==> src/rtl/seq_arith_shifter.sv <==
// seq_arith_shifter
//   Multi-cycle arithmetic shift unit for the execute stage. Shifts one bit
//   position per clock: arithmetic right (sign fill) or left (zero fill).
//   The pipeline stalls while busy is high.
//
// Ports:
//   clk    in   system clock, rising edge
//   rst    in   synchronous active-high reset
//   start  in   request pulse, sampled only when not busy
//   A      in   operand, captured on accepted start
//   shamt  in   shift amount, captured on accepted start (>= WIDTH saturates)
//   dir    in   1 = arithmetic right, 0 = left; captured on accepted start
//   busy   out  operation in progress
//   done   out  one-cycle pulse, res valid from this cycle on
//   res    out  result, held until the next completed operation
//
// state   | meaning
// S_IDLE  | waiting for start
// S_SHIFT | one bit per edge until the count reaches zero, then latch res
// S_DONE  | done pulse; a start here is accepted like in S_IDLE
module seq_arith_shifter #(
  parameter int WIDTH = 32,
  parameter int CNTW  = 6
) (
  input  logic             clk,
  input  logic             rst,
  input  logic             start,
  input  logic [WIDTH-1:0] A,
  input  logic [31:0]      shamt,
  input  logic             dir,
  output logic             busy,
  output logic             done,
  output logic [WIDTH-1:0] res
);

  localparam logic [1:0] S_IDLE  = 2'd0;
  localparam logic [1:0] S_SHIFT = 2'd1;
  localparam logic [1:0] S_DONE  = 2'd2;

  logic [1:0]       state_q, state_d;
  logic [WIDTH-1:0] sh_q, sh_d;
  logic [CNTW-1:0]  cnt_q, cnt_d;
  logic             dir_q, dir_d;
  logic [WIDTH-1:0] res_q, res_d;
  logic [CNTW-1:0]  load_cnt;

  // Amounts of WIDTH or more all give the same result, so clamp to WIDTH.
  always_comb begin
    if (shamt >= 32'(WIDTH)) begin
      load_cnt = CNTW'(WIDTH);
    end else begin
      load_cnt = shamt[CNTW-1:0];
    end
  end

  always_comb begin
    state_d = state_q;
    sh_d    = sh_q;
    cnt_d   = cnt_q;
    dir_d   = dir_q;
    res_d   = res_q;
    case (state_q)
      S_IDLE, S_DONE: begin
        if (start) begin
          state_d = S_SHIFT;
          sh_d    = A;
          dir_d   = dir;
          cnt_d   = load_cnt;
        end else begin
          state_d = S_IDLE;
        end
      end
      S_SHIFT: begin
        if (cnt_q != '0) begin
          if (dir_q) begin
            sh_d = {sh_q[WIDTH-1], sh_q[WIDTH-1:1]};
          end else begin
            sh_d = {sh_q[WIDTH-2:0], 1'b0};
          end
          cnt_d = cnt_q - CNTW'(1);
        end else begin
          res_d   = sh_q;
          state_d = S_DONE;
        end
      end
      default: state_d = S_IDLE;
    endcase
  end

  always_ff @(posedge clk) begin
    if (rst) begin
      state_q <= S_IDLE;
      sh_q    <= '0;
      cnt_q   <= '0;
      dir_q   <= 1'b0;
      res_q   <= '0;
    end else begin
      state_q <= state_d;
      sh_q    <= sh_d;
      cnt_q   <= cnt_d;
      dir_q   <= dir_d;
      res_q   <= res_d;
    end
  end

  assign busy = (state_q == S_SHIFT);
  assign done = (state_q == S_DONE);
  assign res  = res_q;

endmodule

==> config.mk <==
export PLATFORM = sky130hd
export DESIGN_NAME = seq_arith_shifter
export DESIGN_NICKNAME = d
export VERILOG_FILES = /design/src/rtl/seq_arith_shifter.sv
export SDC_FILE = /design/constraint.sdc
export NUM_CORES = 1
export LEC_CHECK = 0
export ABC_AREA = 1
export CORE_UTILIZATION = 47
export CTS_BUF_LIST = sky130_fd_sc_hd__clkbuf_16
export CTS_CLUSTER_SIZE = 16
export DETAILED_ROUTE_END_ITERATION = 12
export HOLD_SLACK_MARGIN = 0.06
export PLACE_DENSITY_LB_ADDON = 0.08
export SLEW_MARGIN = 40
export SYNTH_ARGS = -nofsm -noshare
export SYNTH_HDL_FRONTEND = slang
export SYNTH_SLANG_ARGS = --single-unit
==> constraint.sdc <==
create_clock -name clk -period 2 [get_ports clk]
set_clock_uncertainty 0.05 [all_clocks]
set_input_delay 0.5 -clock clk [delete_from_list [all_inputs] [get_ports clk]]
set_output_delay 0.5 -clock clk [all_outputs]
set_load 0.01 [all_outputs]
==> summary.md, run 1 <==
| Metric | Value |
|---|---|
| Status | finished, final reports clean |
| Final slew viol count | 0 |
| # DRC | 0 |
| Syn Inst Count | 504 |
| Worst-Skew Late Latency | 0.33 ns |
| CP max-delay cell | clkdlybuf4s50_1 |
| WP data arrival | 1.24 ns |
| Final instance area | 4868 um2 |
| R2r endpoint | cnt_q[5] |
| Endpoints failing setup | 0 |
| Pre-antenna DRT Iters | 5 |
| Row cnt | 30 |
| First DRT Iteration DRCs | 155 |
| Worst Hold Depth | 2 |
| Reg2Reg Depth | 10 |
| Syn Area/Cell | 6.884 um2 |
| Seq cells post-synth | 73 |
| GRT Total Usage | 24.96% |
| RR Startpoint | cnt_q[0] |
| Leak pwr | 2.066 nW |
| Clock Sinks | 73 |
| Synthesis-to-layout area growth | 40.32% |
| CP Launch Type | register |
| Die Wd | 87.92 um |
| Commonest non-fill, non-tap cell in the layout | o21ai_0 |
| Initial antenna violation count | 0 |
| Num CTS Buffers | 9 |
| Die H | 87.92 um |
| Max stage delay on crit path | 0.56 ns |
| Fin crit share | 89.74% |
| Fin crit period | 1.795 ns |
| Clk buf depth | 2 |
| Yosys top cell by area | dfxtp_1 |
| Vias in the first global route | 3,465 |
| Seq/Total Area, Yosys | 42.12% |
| Cells taking the most area after synthesis | dfxtp_1 42%, o21ai_0 16%, a21oi_1 10% |
| RSZ-0062 raised after global routing | false |
| Synth Net Count | 574 |
| Core Area | 6944 um2 |
| Largest delay share family, worst path | buffers and inverters |
| Layout cell share with drive strength beyond 1 | 6.645% |
| Pwr/cell area | 900.1 nW/um2 |
| CTS root buf | clkbuf_16 |
| Slew Limit Headroom | 70.14% |
| Dpl cell area | 4592 um2 |
| ANT nets after route | 0 |
| Util after Layout | 70.11% |
| Worst Path Buf+Inv | 1 |
| First-pass GRT wire length | 15,130 um |
| Number of synthesized flops with an enable pin | 0 |
| Minimum hold slack | 0.4362 ns |
| VDD IR-drop max | 0.0004734 V |
| Hold path startpoint | sh_q[20] |
| Synth Warn # | 0 |
| H-tree depth | 3 |
| Async S/R FF share, synth | 0% |
| Hold WC Path Type | reg -> reg |
| Commonest non-fill, non-tap cells in the layout | 109 x o21ai_0, 99 x clkdlybuf4s50_1, 73 x dfxtp_1 |
| Vias | 3,599 |
| FMAX | 557.2 MHz |
| Top cell type's share of synthesized area | 42.12% |
| Post-DP HPWL | 6193 um |
| Critical path peak fanout | 2 |
| CTS tree | done |
| Die area | 7730 um2 |
| Setup TNS | 0 ns |
| GPL Wtd Cong | 0.8290 |
| Post-CTS Setup Inserts | 0 |
| R2R Setup Slk | 0.32 ns |
| Hold Vio Cnt, Final | 0 |
| IO Pins | 102 |
| CP endpoint kind | output port |
| Synth cell types | 26 |
| GRT Residual Overflow | 0 |
| Port bufs | 101 |
| Critical Path RT | 1.45 ns |
| CTS clk-pin slew, worst paths | 0.06 ns |
| ANT cells | 0 |
| Actual slew at the worst max-slew pin | 0.4473 ns |
| Cell Chain, Critical Path | clkdlybuf4s50_1 |
| Synthesized area | 3470 um2 |
| Detailed Route WL | 9191 um |
| # Max-Cap Violations | 0 |
| Layout Nets | 667 |
| Primary FF master, synth | dfxtp_1 |
| Post-DR wirelength/cell | 13.17 um |
| Hold Path End | res[20] |
| Starting density of the core | 49.96% |
| Avg Vias per Cell | 5.156 |
| Largest net degree at the start of global routing | 55 |
| Kind of critical path | reg -> out |
## where the power goes
group,internal (mW),switching (mW)
clock,0.837,0.638
combinational,0.521,0.604
sequential,1.65,0.128
total,3.01,1.37
## stage by stage
step / setup slack, ns / total power [mW] / std cells
2_1_floorplan: 0.5683 / 2.447 / 504
4_1_cts: 0.01413 / 4.388 / 698
3_3_place_gp: 0.1646 / 2.893 / 682
3_5_place_dp: 0.1098 / 2.923 / 682
6_report: 0.2052 / 4.382 / 698
5_1_grt: 0.1474 / 4.607 / 698
## flip-flops by register name, indices dropped and copies added (netlist names)
register and flops:
cnt_q 6, state_q 2, res 32, dir_q 1, sh_q 32
## how the worst max path moves through the flow
| stage | start | endpoint | slack (ns) | cells after the start |
|---|---|---|---|---|
| floorplan | cnt_q[0] | sh_q[31] | 0.57 | 9 |
| CTS | state_q[0] | busy | 0.01 | 3 |
| finish | res[13] | res[13] | 0.21 | 1 |
| global route | cnt_q[0] | cnt_q[5] | 0.15 | 10 |
| global placement | shamt[8] | cnt_q[0] | 0.16 | 9 |
| detailed placement | shamt[11] | cnt_q[0] | 0.11 | 9 |
## per-layer routing
metal / wire [um] / track usage, %
met2: 4447 / 45.24
met3: 585 / 4.618
met1: 4053 / 29.48
met5: 0 / 0
met4: 106 / 8.495
## final cells by class
| cell class | instances | area, um2 |
|---|---|---|
| flip-flops and latches | 73 | 1461 |
| inverters | 58 | 217.7 |
| repair buffers | 117 | 1174 |
| clock inverters | 7 | 46.29 |
| well taps | 96 | 120.1 |
| multi-input cells | 338 | 1624 |
| fillers | 589 | 2076 |
| clock buffers | 9 | 225.2 |
## cells by family (layout without fill, tap and decap cells)
group / count (synthesis) / after routing / synth area share [%]
adder cells (fa/ha/maj): 2 / 2 / 0.7211
XOR/XNOR: 1 / 1 / 0.2525
buffers and inverters: 93 / 191 / 11.54
flip-flops: 73 / 73 / 42.12
AO/OA/AOI/OAI: 197 / 197 / 29.14
AND/OR/NAND/NOR: 138 / 138 / 16.23
## synth_stat cells, types with 2 or more instances
| cell type | number |
|---|---|
| inv_2 | 3 |
| nor2_2 | 2 |
| buf_6 | 3 |
| clkbuf_1 | 14 |
| o21ai_1 | 9 |
| a22oi_1 | 7 |
| ha_1 | 2 |
| a21oi_1 | 69 |
| buf_4 | 3 |
| nand3_1 | 3 |
| nor2_1 | 64 |
| nand4_1 | 6 |
| nand2_1 | 59 |
| o21ai_0 | 109 |
| buf_2 | 14 |
| dfxtp_1 | 73 |
| inv_1 | 55 |
## what timing repair did
item	CTS	global route
hold buffers	0	0
endpoints found under the setup margin	0	2
resized for setup	0	2
No activity file was read; power rests on OpenSTA's default activity.
==> inputs of run 2 (changes only) <==
- PLACE_DENSITY: not set -> 0.89
- PLACE_DENSITY_LB_ADDON: 0.08 -> not set
==> run 2 against run 1 <==
  * Sequential share of layout area shrank 0.49 points
  * Utilization grew 1.2 points
  * Setup slack improved by 0.020 ns
  * Non-clock buffer count is 5 higher
  * Clock power is 23% higher
  * Via count increased by 5.3%
  * Power rose by 8.5%
  * Critical path type unchanged
  * Sequential power hardly changed
  * First-iteration DRC count is 70% higher
  * Highest routed layer unchanged
  * Routed wire length grew 7.2%
  * Hold slack worse by 0.011 ns
==> summary.md, run 2 (synthesis gave the netlist of run 1 again) <==
| Metric | Value |
|---|---|
| Largest delay share family, worst path | buffers and inverters |
| VDD IR-drop max | 0.0006069 V (+28%) |
| Met2 Track Usage GR | 47.71% (+2.5 points) |
| GRT Residual Overflow | 0 (unchanged) |
| RSZ-0062 raised after global routing | false |
| Initial antenna violation count | 0 (unchanged) |
| Die Wd | 87.92 um (unchanged) |
| Pwr Total | 4.754 mW (+8.5%) |
| Post-route insts no fill | 703 (+0.72%) |
| Detailed Route WL | 9852 um (+7.2%) |
| Clk buf depth | 2 (unchanged) |
| Clock Sinks | 73 (unchanged) |
| CTS tree | done |
| Worst Setup SP | res[13] |
| Post-CTS Setup Inserts | 0 (unchanged) |
| WP data arrival | 1.22 ns (-0.02 ns) |
| Fin crit period | 1.774 ns (-0.02040 ns) |
| Hold Vio Cnt, Final | 0 (unchanged) |
| Fin crit share | 88.72% (-1.0 points) |
| Avg Vias per Cell | 5.391 (+4.6%) |
| CTS clk-pin slew, worst paths | 0.05 ns (about the same) |
| Vias | 3,790 (+5.3%) |
| FMAX | 563.6 MHz (+1.1%) |
| Setup TNS | 0 ns (unchanged) |
| ANT cells | 0 (unchanged) |
| GR Layer Usage met1 | 31.48% (+2.0 points) |
| # Max-Cap Violations | 0 (unchanged) |
| Layout cell share with drive strength beyond 1 | 7.084% (+0.44 points) |
| Worst setup margin | 0.2256 ns (+0.02040 ns) |
| Post-CTS Hold Buffers | 0 (unchanged) |
| Row cnt | 30 (unchanged) |
| Critical Path RT | 1.45 ns (about the same) |
| Minimum hold slack | 0.4253 ns (-0.01085 ns) |
| Met3 usage | 3.864% (-0.75 points) |
| R2R Setup Slk | 0.32 ns (about the same) |
| Final slew viol count | 0 (unchanged) |
| CP Launch Type | register |
| ANT nets after route | 0 (unchanged) |
| Endpoints failing setup | 0 (unchanged) |
| Commonest non-fill, non-tap cell in the layout | o21ai_0 |
| Pre-antenna DRT Iters | 5 (unchanged) |
| Worst Path Buf+Inv | 1 (unchanged) |
| Kind of critical path | reg -> out |
| Vias in the first global route | 3,638 (+5.0%) |
| Pwr/cell area | 960.4 nW/um2 (+6.7%) |
| Slew Limit Headroom | 74.33% (+4.2 points) |
| Post-DP HPWL | 6751 um (+9.0%) |
| Core Area | 6944 um2 (unchanged) |
| Critical path peak fanout | 2 (unchanged) |
| Leak pwr | 2.103 nW (+1.8%) |
| Final instance area | 4950 um2 (+1.7%) |
| RR Startpoint | cnt_q[0] |
| Status | finished, final reports clean |
| Hold path startpoint | sh_q[23] |
| Hold WC Path Type | reg -> reg |
| H-tree depth | 3 (unchanged) |
| Num CTS Buffers | 9 (unchanged) |
| Worst-Skew Late Latency | 0.33 ns (about the same) |
| IO Pins | 102 (unchanged) |
| GRT Total Usage | 26.92% (+2.0 points) |
| Cell Chain, Critical Path | clkdlybuf4s50_1 |
| Layout Nets | 672 (+0.75%) |
| Grt peak-use layer | met2 |
| Post-DR wirelength/cell | 14.01 um (+6.4%) |
| Starting density of the core | 49.96% (unchanged) |
| Largest net degree at the start of global routing | 33 (-40%) |
| Die H | 87.92 um (unchanged) |
| Commonest non-fill, non-tap cells in the layout | 109 x o21ai_0, 99 x clkdlybuf4s50_1, 73 x dfxtp_1 |
| Actual slew at the worst max-slew pin | 0.3846 ns (-0.06275 ns) |
| Synthesis-to-layout area growth | 42.66% |
| # DRC | 0 (unchanged) |
| Port bufs | 101 (unchanged) |
| Dpl ws | 0.06332 ns (-0.04651 ns) |
| Max stage delay on crit path | 0.55 ns (about the same) |
| Inst Count DP | 687 (+0.73%) |
| Fillcell total | 561 (-4.8%) |
| CTS root buf | clkbuf_16 |
| Dpl cell area | 4617 um2 (+0.55%) |
| CP endpoint kind | output port |
| First DRT Iteration DRCs | 264 (+70%) |
| First-pass GRT wire length | 16,190 um (+7.0%) |
| CP max-delay cell | clkdlybuf4s50_1 |
| Util after Layout | 71.28% (+1.2 points) |
| GPL Wtd Cong | 0.8056 (-2.8%) |
| Die area | 7730 um2 (unchanged) |
-- run 2: changes by cell type in the layout (fill, tap and decap cells not counted), sizes merged --
cell | before | now
inv | 59 | 61
clkinvlp | 2 | 0
bufinv | 0 | 3
clkinv | 4 | 1
buf | 16 | 21
dlymetal6s2s | 2 | 0
dlygate4sd2 | 0 | 2
-- run 2: path summary, 6_finish.rpt --
| kind | cells after the start | to |
|---|---|---|
| setup / recovery | 1 | res[13] |
| hold / removal | 2 | res[23] |
| setup reg to reg | 10 | cnt_q[5] |
| hold reg to reg | 2 | res[23] |
-- run 2: timing repair --
item,4_1_cts,5_1_grt
endpoints found under the setup margin,2,0
resized for setup,2,0
endpoints found under the hold margin,0,0
-- run 2: layout make-up --
type,count,area (um2),share of cell area (%)
Clock inverter,7,110.1,2.224
Tap cell,96,120.1,2.427
Multi-Input combinational cell,338,1624,32.81
Inverter,58,217.7,4.398
Timing Repair Buffer,122,1191,24.06
Clock buffer,9,225.2,4.550
Sequential cell,73,1461,29.52
-- run 2: worst reg2reg max path, delay by kind of cell, from the launching register on --
kind,cells,cell delay (ns)
AOI/OAI and AO/OA,1,0.17
adders and majority gates,1,0.18
buffers and inverters,4,0.38
DFF,1,0.32
and+or+nand+nor,4,0.48
-- run 2: per-layer routing --
layer  vias to the layer above  share of wire, %
li1                       1855                 -
met1                      1735                41
met2                       170                51
met3                        30               5.6
met4                         0               2.5
met5                         -                 0
-- run 2: power breakdown --
part	total (mW)	leakage [nW]	internal, mW	switching [mW]
logic	1.16	1.33	0.530	0.629
clock network	1.81	0.170	1.21	0.599
registers	1.79	0.600	1.66	0.131
total	4.75	2.10	3.39	1.36
==> inputs of run 3 (changes only) <==
- CTS_CLUSTER_SIZE: 16 -> 12
==> results of run 3 <==
Final layout, timing and power as in run 2 (identical DEF).
